**config.mk**
```make
export PLATFORM = sky130hd
export DESIGN_NAME = fetch_exec_sequencer_flat
export DESIGN_NICKNAME = d
export VERILOG_FILES = /design/src/rtl/fetch_exec_sequencer_if.sv /design/src/rtl/fetch_exec_sequencer.sv /design/src/flat_wrapper.sv
export SDC_FILE = /design/constraint.sdc
export NUM_CORES = 1
export LEC_CHECK = 0
export BUFFER_PORTS_ARGS = -buffer_cell sky130_fd_sc_hd__buf_2
export CORE_MARGIN = 2
export CORE_UTILIZATION = 50
export CTS_BUF_LIST = sky130_fd_sc_hd__clkbuf_8
export CTS_CLUSTER_DIAMETER = 60
export DETAILED_ROUTE_END_ITERATION = 6
export PLACE_DENSITY = 0.81
export SYNTH_ARGS = -nofsm -noshare
export SYNTH_HDL_FRONTEND = slang
export SYNTH_SLANG_ARGS = --single-unit
```
**constraint.sdc**
```tcl
create_clock -name clk -period 2.5 [get_ports clk]
set_clock_uncertainty 0.2 [all_clocks]
set_input_delay 0.5 -clock clk [delete_from_list [all_inputs] [get_ports clk]]
set_output_delay 0.5 -clock clk [all_outputs]
set_load 0.05 [all_outputs]
```
**src/rtl/fetch_exec_sequencer_if.sv**
```systemverilog
// Memory-read and core-handshake bundle between the fetch/execute
// sequencer (master) and the instruction memory / core pair (slave).
interface fetch_exec_sequencer_if #(
  parameter int AW = 8,
  parameter int IW = 16
);
  logic          mem_re;
  logic [AW-1:0] mem_addr;
  logic [IW-1:0] mem_rdata;
  logic          core_run;
  logic [IW-1:0] core_instr;
  logic          core_done;
  logic          branch_taken;
  logic [AW-1:0] branch_target;

  modport master (
    output mem_re, mem_addr, core_run, core_instr,
    input  mem_rdata, core_done, branch_taken, branch_target
  );

  modport slave (
    input  mem_re, mem_addr, core_run, core_instr,
    output mem_rdata, core_done, branch_taken, branch_target
  );
endinterface

```
**src/rtl/fetch_exec_sequencer.sv**
```systemverilog
// Fetch/execute sequencer: owns the PC, reads instructions from a
// fixed-latency synchronous memory, hands them to the core, applies
// branch results, detects the halt opcode and watches for a stuck core.
// Build option FSEQ_STEP_EN adds step_mode/step_req single-step control.
module fetch_exec_sequencer #(
  parameter int            AW          = 8,
  parameter int            IW          = 16,
  parameter int            MEM_LAT     = 1,
  parameter int            TIMEOUT     = 64,
  parameter logic [AW-1:0] RESET_PC    = '0,
  parameter logic [IW-1:0] HALT_OPCODE = '1
) (
  input  logic                  clk,
  input  logic                  reset,
  input  logic                  run,
  fetch_exec_sequencer_if.master bus,
  output logic [AW-1:0]         pc,
  output logic [15:0]           instr_count,
  output logic                  busy,
  output logic                  halt,
  output logic                  timeout_err
`ifdef FSEQ_STEP_EN
  ,
  input  logic                  step_mode,
  input  logic                  step_req
`endif
);

  localparam int WCW = (MEM_LAT > 1) ? $clog2(MEM_LAT) : 1;
  localparam int ECW = $clog2(TIMEOUT);

  typedef enum logic [2:0] {
    S_IDLE, S_FETCH, S_WAIT, S_DECODE, S_EXEC, S_UPDATE, S_HALT, S_ERR
  } state_t;

  state_t         state_q, state_d;
  logic [AW-1:0]  pc_q, pc_d;
  logic [IW-1:0]  instr_q, instr_d;
  logic [15:0]    cnt_q, cnt_d;
  logic [WCW-1:0] wait_q, wait_d;
  logic [ECW-1:0] exec_q, exec_d;
  logic           done_pend_q, done_pend_d;
  logic           br_taken_q, br_taken_d;
  logic [AW-1:0]  br_target_q, br_target_d;
  logic           start_ok;
  logic           step_stop;

`ifdef FSEQ_STEP_EN
  assign start_ok  = !step_mode || step_req;
  assign step_stop = step_mode;
`else
  assign start_ok  = 1'b1;
  assign step_stop = 1'b0;
`endif

  // State and datapath registers; reset wins over everything.
  always_ff @(posedge clk) begin
    if (reset) begin
      state_q     <= S_IDLE;
      pc_q        <= RESET_PC;
      instr_q     <= '0;
      cnt_q       <= '0;
      wait_q      <= '0;
      exec_q      <= '0;
      done_pend_q <= 1'b0;
      br_taken_q  <= 1'b0;
      br_target_q <= '0;
    end else begin
      state_q     <= state_d;
      pc_q        <= pc_d;
      instr_q     <= instr_d;
      cnt_q       <= cnt_d;
      wait_q      <= wait_d;
      exec_q      <= exec_d;
      done_pend_q <= done_pend_d;
      br_taken_q  <= br_taken_d;
      br_target_q <= br_target_d;
    end
  end

  // Next-state logic; run=0 freezes everything except capturing a done
  // that the core raises while the sequencer is paused in EXEC.
  always_comb begin
    state_d     = state_q;
    pc_d        = pc_q;
    instr_d     = instr_q;
    cnt_d       = cnt_q;
    wait_d      = wait_q;
    exec_d      = exec_q;
    done_pend_d = done_pend_q;
    br_taken_d  = br_taken_q;
    br_target_d = br_target_q;
    if (run) begin
      case (state_q)
        S_IDLE:   if (start_ok) state_d = S_FETCH;
        S_FETCH: begin
          state_d = S_WAIT;
          wait_d  = '0;
        end
        S_WAIT: begin
          if (wait_q == WCW'(MEM_LAT - 1)) begin
            instr_d = bus.mem_rdata;
            wait_d  = '0;
            state_d = S_DECODE;
          end else begin
            wait_d = wait_q + WCW'(1);
          end
        end
        S_DECODE: begin
          if (instr_q == HALT_OPCODE) begin
            state_d = S_HALT;
          end else begin
            state_d = S_EXEC;
            exec_d  = '0;
          end
        end
        S_EXEC: begin
          if (done_pend_q) begin
            // branch inputs were captured when the paused done arrived
            done_pend_d = 1'b0;
            state_d     = S_UPDATE;
          end else if (bus.core_done) begin
            br_taken_d  = bus.branch_taken;
            br_target_d = bus.branch_target;
            state_d     = S_UPDATE;
          end else if (exec_q == ECW'(TIMEOUT - 1)) begin
            state_d = S_ERR;
          end else begin
            exec_d = exec_q + ECW'(1);
          end
        end
        S_UPDATE: begin
          pc_d    = br_taken_q ? br_target_q : pc_q + AW'(1);
          cnt_d   = cnt_q + 16'd1;
          state_d = step_stop ? S_IDLE : S_FETCH;
        end
        default: ;
      endcase
    end else if (state_q == S_EXEC && bus.core_done && !done_pend_q) begin
      done_pend_d = 1'b1;
      br_taken_d  = bus.branch_taken;
      br_target_d = bus.branch_target;
    end
  end

  assign bus.mem_re     = (state_q == S_FETCH);
  assign bus.mem_addr   = pc_q;
  assign bus.core_run   = (state_q == S_EXEC);
  assign bus.core_instr = instr_q;
  assign pc             = pc_q;
  assign instr_count    = cnt_q;
  assign busy           = !(state_q == S_IDLE || state_q == S_HALT || state_q == S_ERR);
  assign halt           = (state_q == S_HALT);
  assign timeout_err    = (state_q == S_ERR);

endmodule

```
**src/flat_wrapper.sv**
```systemverilog
// flat-port wrapper written by rule: the top's interface ports become plain ports
module fetch_exec_sequencer_flat 
#(
  parameter int            AW          = 8,
  parameter int            IW          = 16,
  parameter int            MEM_LAT     = 1,
  parameter int            TIMEOUT     = 64,
  parameter logic [AW-1:0] RESET_PC    = '0,
  parameter logic [IW-1:0] HALT_OPCODE = '1
)
  (clk, reset, run, pc, instr_count, busy, halt, timeout_err, bus_mem_re, bus_mem_addr, bus_core_run, bus_core_instr, bus_mem_rdata, bus_core_done, bus_branch_taken, bus_branch_target);
  fetch_exec_sequencer_if #(.AW(AW), .IW(IW)) bus_i ();
  input  logic clk;
  input  logic reset;
  input  logic run;
  output logic [AW-1:0] pc;
  output logic [15:0] instr_count;
  output logic busy;
  output logic halt;
  output logic timeout_err;
  output wire logic [$bits(bus_i.mem_re)-1:0] bus_mem_re;
  output wire logic [$bits(bus_i.mem_addr)-1:0] bus_mem_addr;
  output wire logic [$bits(bus_i.core_run)-1:0] bus_core_run;
  output wire logic [$bits(bus_i.core_instr)-1:0] bus_core_instr;
  input wire logic [$bits(bus_i.mem_rdata)-1:0] bus_mem_rdata;
  input wire logic [$bits(bus_i.core_done)-1:0] bus_core_done;
  input wire logic [$bits(bus_i.branch_taken)-1:0] bus_branch_taken;
  input wire logic [$bits(bus_i.branch_target)-1:0] bus_branch_target;
  assign bus_mem_re = bus_i.mem_re;
  assign bus_mem_addr = bus_i.mem_addr;
  assign bus_core_run = bus_i.core_run;
  assign bus_core_instr = bus_i.core_instr;
  assign bus_i.mem_rdata = bus_mem_rdata;
  assign bus_i.core_done = bus_core_done;
  assign bus_i.branch_taken = bus_branch_taken;
  assign bus_i.branch_target = bus_branch_target;
  fetch_exec_sequencer #(.AW(AW), .IW(IW), .MEM_LAT(MEM_LAT), .TIMEOUT(TIMEOUT), .RESET_PC(RESET_PC), .HALT_OPCODE(HALT_OPCODE)) u_core (.clk(clk), .reset(reset), .run(run), .bus(bus_i), .pc(pc), .instr_count(instr_count), .busy(busy), .halt(halt), .timeout_err(timeout_err));
endmodule
```
== Word level (Yosys, flattened, before mapping) ==
Cells that the tools add are included.
Word-level totals
  word-level logic and storage cells: 78
  bits of input ports: 29
  output and inout bits: 53
  bits in registers: 60
Cells by class
  bitwise gates (word level): 1
  multiplexer cells: 27
  $add $sub $neg: 4
  reduce and logical (&&, ||, !) cells: 19
  equality and inequality tests: 18
Operators with widths (count)
  $mux W8: 6
  $mux W6: 4
  $add A16 B1 Y16 const B: 1
  $eq A16 B16 Y1 const B: 1
  $pmux W3 S5: 1
  $eq A3 B3 Y1 const B: 4
  $mux W3: 4
  $ne A2 B2 Y1 const B: 6
  $pmux W6 S2: 1
  $mux W1: 9
  $add A8 B1 Y8 const B: 1
  $reduce_and A4 Y1: 2
  $add A6 B1 Y6 const B: 1
  $eq A3 B2 Y1 const B: 2
  $eq A6 B6 Y1 const B: 1
  $reduce_and A2 Y1: 3
  $reduce_and A6 Y1: 1
  $reduce_bool A2 Y1: 3
  $reduce_bool A5 Y1: 1
  $ne A2 B1 Y1 const B: 2
  $ne A4 B1 Y1 const B: 1
  $eq A3 B1 Y1 const B: 1
  $logic_not A3 Y1: 1
  $reduce_and A3 Y1: 1
  other kinds (8): 11

== Logic depth before layout (Yosys ltp) ==
Gate-level depths: netlist (run 1).
  depth in word-level cells: 5
  gate-level depth with buffers: 7
  mapped depth without buffers: 6

== Worst setup path before layout (run 1) ==
No wires, ideal clock.
  path kind: register to register
  start: register u_core.state_q[2]
  end: register u_core.br_taken_q
  buffers on the path: 0
  setup time: 128 ps
  required time: 2172 ps
  setup slack: 245 ps
  period minus slack after synthesis: 2255 ps
  arrival time: 1928 ps
  cell stages (with the launch flop): 6
  cell sequence: dfxtp_1 nor3b_2 nand2_1 nor2_4 mux2i_1 nor2_1
On the way
  word-level cells in the longest chain between the ends: 5
Ends and longest elaborated chain
  from (decl): line fetch_exec_sequencer.sv:36  | state_t state_q, state_d;
  from (signal assigned): line fetch_exec_sequencer.sv:69  | state_q <= state_d;
  $eq A3 B3 Y1 *
  named net bus_core_run: line flat_wrapper.sv:23  | output wire logic [$bits(bus_i.core_run)-1:0] bus_core_run;
  $logic_and A1 B1 Y1 (2 in series): line fetch_exec_sequencer.sv:139  | end else if (state_q == S_EXEC && bus.core_done && !done_pend_q) begin
  $reduce_bool A2 Y1 (no source line)
  $reduce_and A4 Y1 (no source line) *
  to (signal assigned): line fetch_exec_sequencer.sv:76  | br_taken_q <= br_taken_d;
  to (decl): line fetch_exec_sequencer.sv:43  | logic br_taken_q, br_taken_d;
The timed path passes the listed nets; every way through them passes the cells marked *.
A chain may end at the register's enable or synchronous reset.

== Final worst setup path (run 1) ==
  start: register u_core.state_q[2]
  end: output bus_core_run
On the way
  word-level cells in the longest chain between the ends: 1
Ends and longest elaborated chain
  $eq A3 B3 Y1: line fetch_exec_sequencer.sv:148  | assign bus.core_run = (state_q == S_EXEC);
  to (decl): line flat_wrapper.sv:23
Every way passes these cells.

==> results of run 1 <==
## logic make-up (layout without fill, tap and decap cells)
family	after synthesis	count (layout)	share of synthesized area (%)
compound gates	73	73	16.5
buf+inv	34	107	5.96
xor+xnor	9	9	2.85
flops	59	59	42.7
fa+ha+maj	3	3	1.36
simple gates	143	143	25.5
mux	14	14	5.11
## routing by layer
layer | up-vias | share of wire [%] | wire length [um] | global-route usage (%)
met5 | - | 0 | 0 | 0
met4 | 0 | 1.9 | 116 | 10.5
met3 | 11 | 5.3 | 324 | 4.02
met2 | 74 | 48 | 2950 | 34.1
met1 | 1179 | 45 | 2760 | 26.8
li1 | 1312 | - | - | -
## cell type report
| class | instances | area, um2 | area share (%) |
|---|---|---|---|
| Multi-Input combinational cell | 242 | 1420 | 42.4 |
| Sequential cell | 59 | 1180 | 35.2 |
| Timing Repair Buffer | 85 | 435 | 13.0 |
| Clock buffer | 10 | 138 | 4.10 |
| Tap cell | 72 | 90.1 | 2.69 |
| Clock inverter | 6 | 63.8 | 1.90 |
| Inverter | 6 | 22.5 | 0.672 |
## through the flow
stage	total power [W]	utilization [%]	cells	worst slack, ns	hold slack (ns)
6_report	0.00196	61.7	480	0.222	0.188
5_1_grt	0.00204	61.7	480	0.0724	0.199
4_1_cts	0.00198	61.7	480	0.201	0.179
3_5_place_dp	0.00111	57.9	464	0.324	0.262
3_3_place_gp	0.00111	57.9	464	0.372	0.258
2_1_floorplan	0.00107	-	335	0.245	0.260
## worst max-delay path, delay by kind of cell, from the launching register on
family                 cells  cell delay [ns]
buffers and inverters      2             0.43
and+or+nand+nor            1             0.24
DFF                        1             0.57
## cell usage in the layout (no fill, tap or decap), types with 3 or more instances in the layout
| master | count |
|---|---|
| sky130_fd_sc_hd__clkbuf_8 | 10 |
| sky130_fd_sc_hd__mux2i_1 | 13 |
| sky130_fd_sc_hd__ha_1 | 3 |
| sky130_fd_sc_hd__or3_1 | 7 |
| sky130_fd_sc_hd__nand2b_1 | 4 |
| sky130_fd_sc_hd__and3_1 | 4 |
| sky130_fd_sc_hd__o2bb2ai_1 | 3 |
| sky130_fd_sc_hd__buf_2 | 81 |
| sky130_fd_sc_hd__a21oi_1 | 34 |
| sky130_fd_sc_hd__dfxtp_1 | 59 |
| sky130_fd_sc_hd__buf_4 | 4 |
| sky130_fd_sc_hd__nor3_1 | 9 |
| sky130_fd_sc_hd__xnor2_1 | 7 |
| sky130_fd_sc_hd__a31o_2 | 3 |
| sky130_fd_sc_hd__nand2_1 | 50 |
| sky130_fd_sc_hd__nor2_1 | 31 |
| sky130_fd_sc_hd__inv_1 | 6 |
| sky130_fd_sc_hd__and4_1 | 3 |
| sky130_fd_sc_hd__a211oi_1 | 6 |
| sky130_fd_sc_hd__o21ai_0 | 12 |
| sky130_fd_sc_hd__nand4_1 | 9 |
| sky130_fd_sc_hd__a31oi_1 | 5 |
| sky130_fd_sc_hd__nand3_1 | 14 |
## power breakdown
| part | total (W) | internal, W | leakage [nW] | switching [W] |
|---|---|---|---|---|
| Clock | 0.000875 | 0.000487 | 0.0987 | 0.000388 |
| Sequential | 0.000964 | 0.000949 | 0.476 | 0.0000150 |
| Combinational | 0.000124 | 0.0000399 | 0.770 | 0.0000840 |
## how the worst min path moves through the flow
stage	endpoint	slack, ns	cells past startpoint
after detailed placement	u_core.bus.core_instr[7]$_SDFFE_PP0P_	0.26	2
after floorplan	u_core.br_target_q[1]$_SDFFE_PP0P_	0.26	2
final	u_core.br_target_q[4]$_SDFFE_PP0P_	0.19	3
after global placement	u_core.bus.core_instr[15]$_SDFFE_PP0P_	0.26	2
after global routing	u_core.bus.core_instr[11]$_SDFFE_PP0P_	0.20	3
after CTS	u_core.br_target_q[4]$_SDFFE_PP0P_	0.18	3
## sequential cells by signal, indices dropped and copies added (netlist names)
signal / flops
u_core.bus.core_instr: 16
u_core.state_q: 3
u_core.instr_count: 16
u_core.br_taken_q: 1
u_core.done_pend_q: 1
u_core.br_target_q: 8
u_core.bus.mem_addr: 8
u_core.exec_q: 6
## cells in the mapped netlist (2+ instances only)
master / count
sky130_fd_sc_hd__nand4_2: 2
sky130_fd_sc_hd__nand2_1: 50
sky130_fd_sc_hd__a31o_2: 3
sky130_fd_sc_hd__buf_2: 2
sky130_fd_sc_hd__inv_1: 6
sky130_fd_sc_hd__o2bb2ai_1: 3
sky130_fd_sc_hd__ha_1: 3
sky130_fd_sc_hd__nor3_1: 9
sky130_fd_sc_hd__and4_1: 3
sky130_fd_sc_hd__and2_1: 2
sky130_fd_sc_hd__nor2_1: 31
sky130_fd_sc_hd__dfxtp_1: 59
sky130_fd_sc_hd__clkbuf_1: 14
sky130_fd_sc_hd__nand4_1: 9
sky130_fd_sc_hd__xor2_1: 2
sky130_fd_sc_hd__o21ai_0: 12
sky130_fd_sc_hd__or3_1: 7
sky130_fd_sc_hd__buf_4: 9
sky130_fd_sc_hd__a21oi_1: 34
sky130_fd_sc_hd__a211oi_1: 6
sky130_fd_sc_hd__and3_1: 4
sky130_fd_sc_hd__a31oi_1: 5
sky130_fd_sc_hd__nand2b_1: 4
sky130_fd_sc_hd__xnor2_1: 7
sky130_fd_sc_hd__nand3_1: 14
sky130_fd_sc_hd__buf_1: 2
sky130_fd_sc_hd__mux2i_1: 13
==> qor.txt, run 1 <==
Share of Yosys cell area claimed by the top area cell type: 42.7%
Worst r2r src: u_core.state_q[0]$_SDFFE_PP0P_
Clock latency on the worst-skew pair: 0.34 ns
Antenna Diode Count: 0
Share of the yosys chip area belonging to registers: 42.7%
Total placed instance area: 3150 um2
Via count of the routed design: 2576
Yosys reg bits: 59
Ratio of final minimum period to clock period: 91.1%
Number of nets with antenna violations after detailed routing: 0
Post-detailed-placement half-perimeter wirelength: 4360 um
CTS Buf Count: 9
Pre-Repair DR Iteration Count: 4
Initial cell density of the core: 50.9%
Pwr dens: 585 nW/um2
Area delta synth->final: 21.1%
Root Driver: sky130_fd_sc_hd__clkbuf_8
Layout Cell Area excl Fill: 3350 um2
# resized after CTS: 0
Worst rel slew slack: 59.0%
Post-Syn Area: 2770 um2
Crit path launch: u_core.state_q[2]$_SDFFE_PP0P_
Deepest clock path buffer count: 2
Vias in the first global route: 2303
Number of antenna violations at the first check in global routing: 0
Die Area: 6150 um2
Area contributors post-synth: sky130_fd_sc_hd__dfxtp_1 (43%), sky130_fd_sc_hd__nand2_1 (6.8%), sky130_fd_sc_hd__a21oi_1 (6.1%)
Die outline width: 78.4 um
Vias per cell: 5.37
Proportion of layout cells with a drive suffix above 1: 27.7%
Clock tree from TritonCTS: done
Crit. End Element: output port
Setup TNS Final: 0 ns
Drc violations: 0
Clock period minus worst slack: 2.28 ns
Transition at the pin with the smallest max-transition slack: 0.614 ns
Critical setup path kind: reg -> out
Number of endpoints with negative hold slack in the final report: 0
Worst path arrival time: 1.58 ns
Leftover overflow at the end of global routing: 0
All-layer global routing usage: 21.1%
Total count of max-transition violations in the final report: 0
Max-capacitance violation count: 0
Setup repair after global routing missed its margin: false
Mean post-synth cell area: 8.27 um2
Height of the die: 78.4 um
Capturing element of the worst setup path: bus_core_run
Starting DRC count in detailed routing: 180
Master of the slowest instance on the critical path: sky130_fd_sc_hd__dfxtp_1
Maximum fanout count along the critical path: 15
H-tree levels: 3
Cell count after synthesis: 335
Final-layout fill cell count: 509
Leakage component of the power: 1.34 nW
Endpoint of the worst register-to-register path: u_core.exec_q[0]$_SDFFE_PP0P_
First-pass GRT wire length: 10400 um
Total of endpoints with negative setup slack in the final report: 0
Cell taking the most area after synthesis: sky130_fd_sc_hd__dfxtp_1
Number of synthesized flops with an enable pin: 0
Maximum number of pins on one net before global-route repair: 30
Port bufs: 81
Worst min-delay path class: in -> reg
Maximum vdd ir drop: 0.450 mV
Core region area: 5440 um2
I/O pin count: 82
Syn nets: 367
Site Rows: 27
Worst-path cell chain: nor3b_2 > buf_4 > buf_2
Type of element launching the critical path: register
Outcome: completed
Clock-pin slew of the registers on the worst-case setup and hold paths: 0.07 ns
Depth of the worst register-to-register path: 5
Number of nets in the layout: 435
Post-CTS setup repair buffer count: 0
Number of warning messages in the yosys log: 0
Drt total wl: 6150 um
Average wire per standard cell: 12.8 um
Fmax achieved: 439 MHz
Final Wtd Congestion: 0.827
Setup slack of the most critical reg-to-reg path: 0.39 ns
Delay of the slowest cell on the worst path: 0.57 ns
Number of different library cells in the post-synthesis netlist: 47
Prevailing post-synth register cell: sky130_fd_sc_hd__dfxtp_1
Start point of the worst hold path: bus_branch_target[4]
Sinks on Clock Net: 59
Number of buffers added to fix hold violations after cts: 0
Async set or reset register ratio after synthesis: 0%
Crit path required time: 1.80 ns
Power figures use the tool's default switching activity.
==> run 2: changes to the inputs <==
Settings changed: REMOVE_ABC_BUFFERS set to 1.
==> qor.txt, run 2 (same netlist as run 1, synthesis figures left out) <==
Via count of the routed design: 2582 (+0.23%)
Fmax achieved: 421 MHz (-4.0%)
Total of endpoints with negative setup slack in the final report: 0 (unchanged)
Clock period minus worst slack: 2.37 ns (+0.0954 ns)
Start point of the worst hold path: bus_mem_rdata[1]
Worst min-delay path class: in -> reg
Crit path required time: 1.80 ns (about the same)
Die Area: 6150 um2 (unchanged)
H-tree levels: 3 (unchanged)
Sinks on Clock Net: 59 (unchanged)
Maximum fanout count along the critical path: 15 (unchanged)
Root Driver: sky130_fd_sc_hd__clkbuf_8
Drt total wl: 6290 um (+2.2%)
Clock latency on the worst-skew pair: 0.34 ns (about the same)
Antenna Diode Count: 0 (unchanged)
Number of buffers added to fix hold violations after cts: 0 (unchanged)
Worst path arrival time: 1.67 ns (+0.09 ns)
Post-detailed-placement half-perimeter wirelength: 4480 um (+2.7%)
Most common library cell in the layout ignoring fill and taps: sky130_fd_sc_hd__buf_2
Worst rel slew slack: 58.2% (-0.83 points)
Starting DRC count in detailed routing: 135 (-25%)
First-pass GRT wire length: 10800 um (+4.0%)
Max-capacitance violation count: 0 (unchanged)
Deepest clock path buffer count: 2 (unchanged)
Number of antenna violations at the first check in global routing: 0 (unchanged)
Critical setup path kind: reg -> out
Outcome: completed
Crit path launch: u_core.state_q[2]$_SDFFE_PP0P_
Final Wtd Congestion: 0.806 (-2.6%)
Vias per cell: 5.36 (-0.18%)
Height of the die: 78.4 um (unchanged)
Total placed instance area: 3170 um2 (+0.48%)
I/O pin count: 82 (unchanged)
Pre-Repair DR Iteration Count: 4 (unchanged)
Clock-pin slew of the registers on the worst-case setup and hold paths: 0.07 ns (about the same)
Initial cell density of the core: 50.9% (unchanged)
Leftover overflow at the end of global routing: 0 (unchanged)
Number of nets with antenna violations after detailed routing: 0 (unchanged)
Layout Cell Area excl Fill: 3330 um2 (-0.78%)
Setup slack of the most critical reg-to-reg path: 0.40 ns (about the same)
Core region area: 5440 um2 (unchanged)
Final-layout fill cell count: 506 (-0.59%)
Clock tree from TritonCTS: done
Number of endpoints with negative hold slack in the final report: 0 (unchanged)
Setup repair after global routing missed its margin: false
# resized after CTS: 0 (unchanged)
Commonest cells after routing, fill and taps aside: sky130_fd_sc_hd__buf_2 (81), sky130_fd_sc_hd__dfxtp_1 (59), sky130_fd_sc_hd__nand2_1 (50), sky130_fd_sc_hd__a21oi_1 (34), sky130_fd_sc_hd__nor2_1 (31)
Pwr dens: 544 nW/um2 (-7.0%)
Proportion of layout cells with a drive suffix above 1: 27.8% (+0.11 points)
Type of element launching the critical path: register
Site Rows: 27 (unchanged)
Setup TNS Final: 0 ns (unchanged)
Die outline width: 78.4 um (unchanged)
CTS Buf Count: 9 (unchanged)
Ratio of final minimum period to clock period: 94.9% (+3.8 points)
Crit. End Element: output port
Port bufs: 81 (unchanged)
Average wire per standard cell: 13.0 um (+1.8%)
Drc violations: 0 (unchanged)
Total count of max-transition violations in the final report: 0 (unchanged)
Leakage component of the power: 1.34 nW (about the same)
Area delta synth->final: 20.2%
Number of nets in the layout: 437 (+0.46%)
Maximum vdd ir drop: 0.325 mV (-28%)
Worst r2r src: u_core.state_q[0]$_SDFFE_PP0P_
All-layer global routing usage: 22.2% (+1.1 points)
Post-CTS setup repair buffer count: 0 (unchanged)
Maximum number of pins on one net before global-route repair: 33 (+10%)
Vias in the first global route: 2376 (+3.2%)
Transition at the pin with the smallest max-transition slack: 0.627 ns (+0.0125 ns)
run 2: final cells by class:
type	instances	area, um2	share of cell area [%]
clock buffers	9	124	3.72
clock inverters	7	36.3	1.09
inverters	6	22.5	0.677
multi-input cells	242	1420	42.8
flip-flops and latches	59	1180	35.5
well taps	72	90.1	2.71
repair buffers	87	450	13.5
run 2: power by group:
| part | internal, W | total (W) | switching [W] | leakage [nW] |
|---|---|---|---|---|
| combinational | 0.0000410 | 0.000126 | 0.0000853 | 0.779 |
| sequential | 0.000949 | 0.000963 | 0.0000144 | 0.476 |
| clock | 0.000346 | 0.000722 | 0.000376 | 0.0897 |
run 2: final timing paths:
kind,cells past startpoint,endpoint
setup reg to reg,5,u_core.bus.mem_addr[5]$_SDFFE_PP0P_
setup / recovery,3,bus_core_run
hold reg to reg,2,u_core.bus.core_instr[2]$_SDFFE_PP0P_
hold / removal,3,u_core.bus.core_instr[1]$_SDFFE_PP0P_
run 2: routing by layer:
| layer | track usage (%) | vias up | part of all wire (%) |
|---|---|---|---|
| met1 | 27.3 | 1199 | 46 |
| met5 | 0 | - | 0 |
| met3 | 4.71 | 11 | 4.1 |
| li1 | - | 1311 | - |
| met2 | 36.8 | 61 | 48 |
| met4 | 11.1 | 0 | 2.1 |
run 2: per-stage QoR:
step / std cells / power [W] / hold WS, ns / util (%) / worst slack [ns]
after floorplan: 307 / 0.00105 / 0.260 / - / 0.0849
after global placement: 466 / 0.00111 / 0.256 / 58.2 / 0.377
after detailed placement: 466 / 0.00111 / 0.263 / 58.2 / 0.346
after CTS: 482 / 0.00183 / 0.176 / 61.2 / 0.137
after global routing: 482 / 0.00188 / 0.193 / 61.2 / 0.0364
final: 482 / 0.00181 / 0.187 / 61.2 / 0.127
run 2: critical path: stages (launching register included):
cell	delay, ns
sky130_fd_sc_hd__dfxtp_1	0.57
sky130_fd_sc_hd__nor3b_2	0.32
sky130_fd_sc_hd__buf_4	0.19
sky130_fd_sc_hd__buf_2	0.26
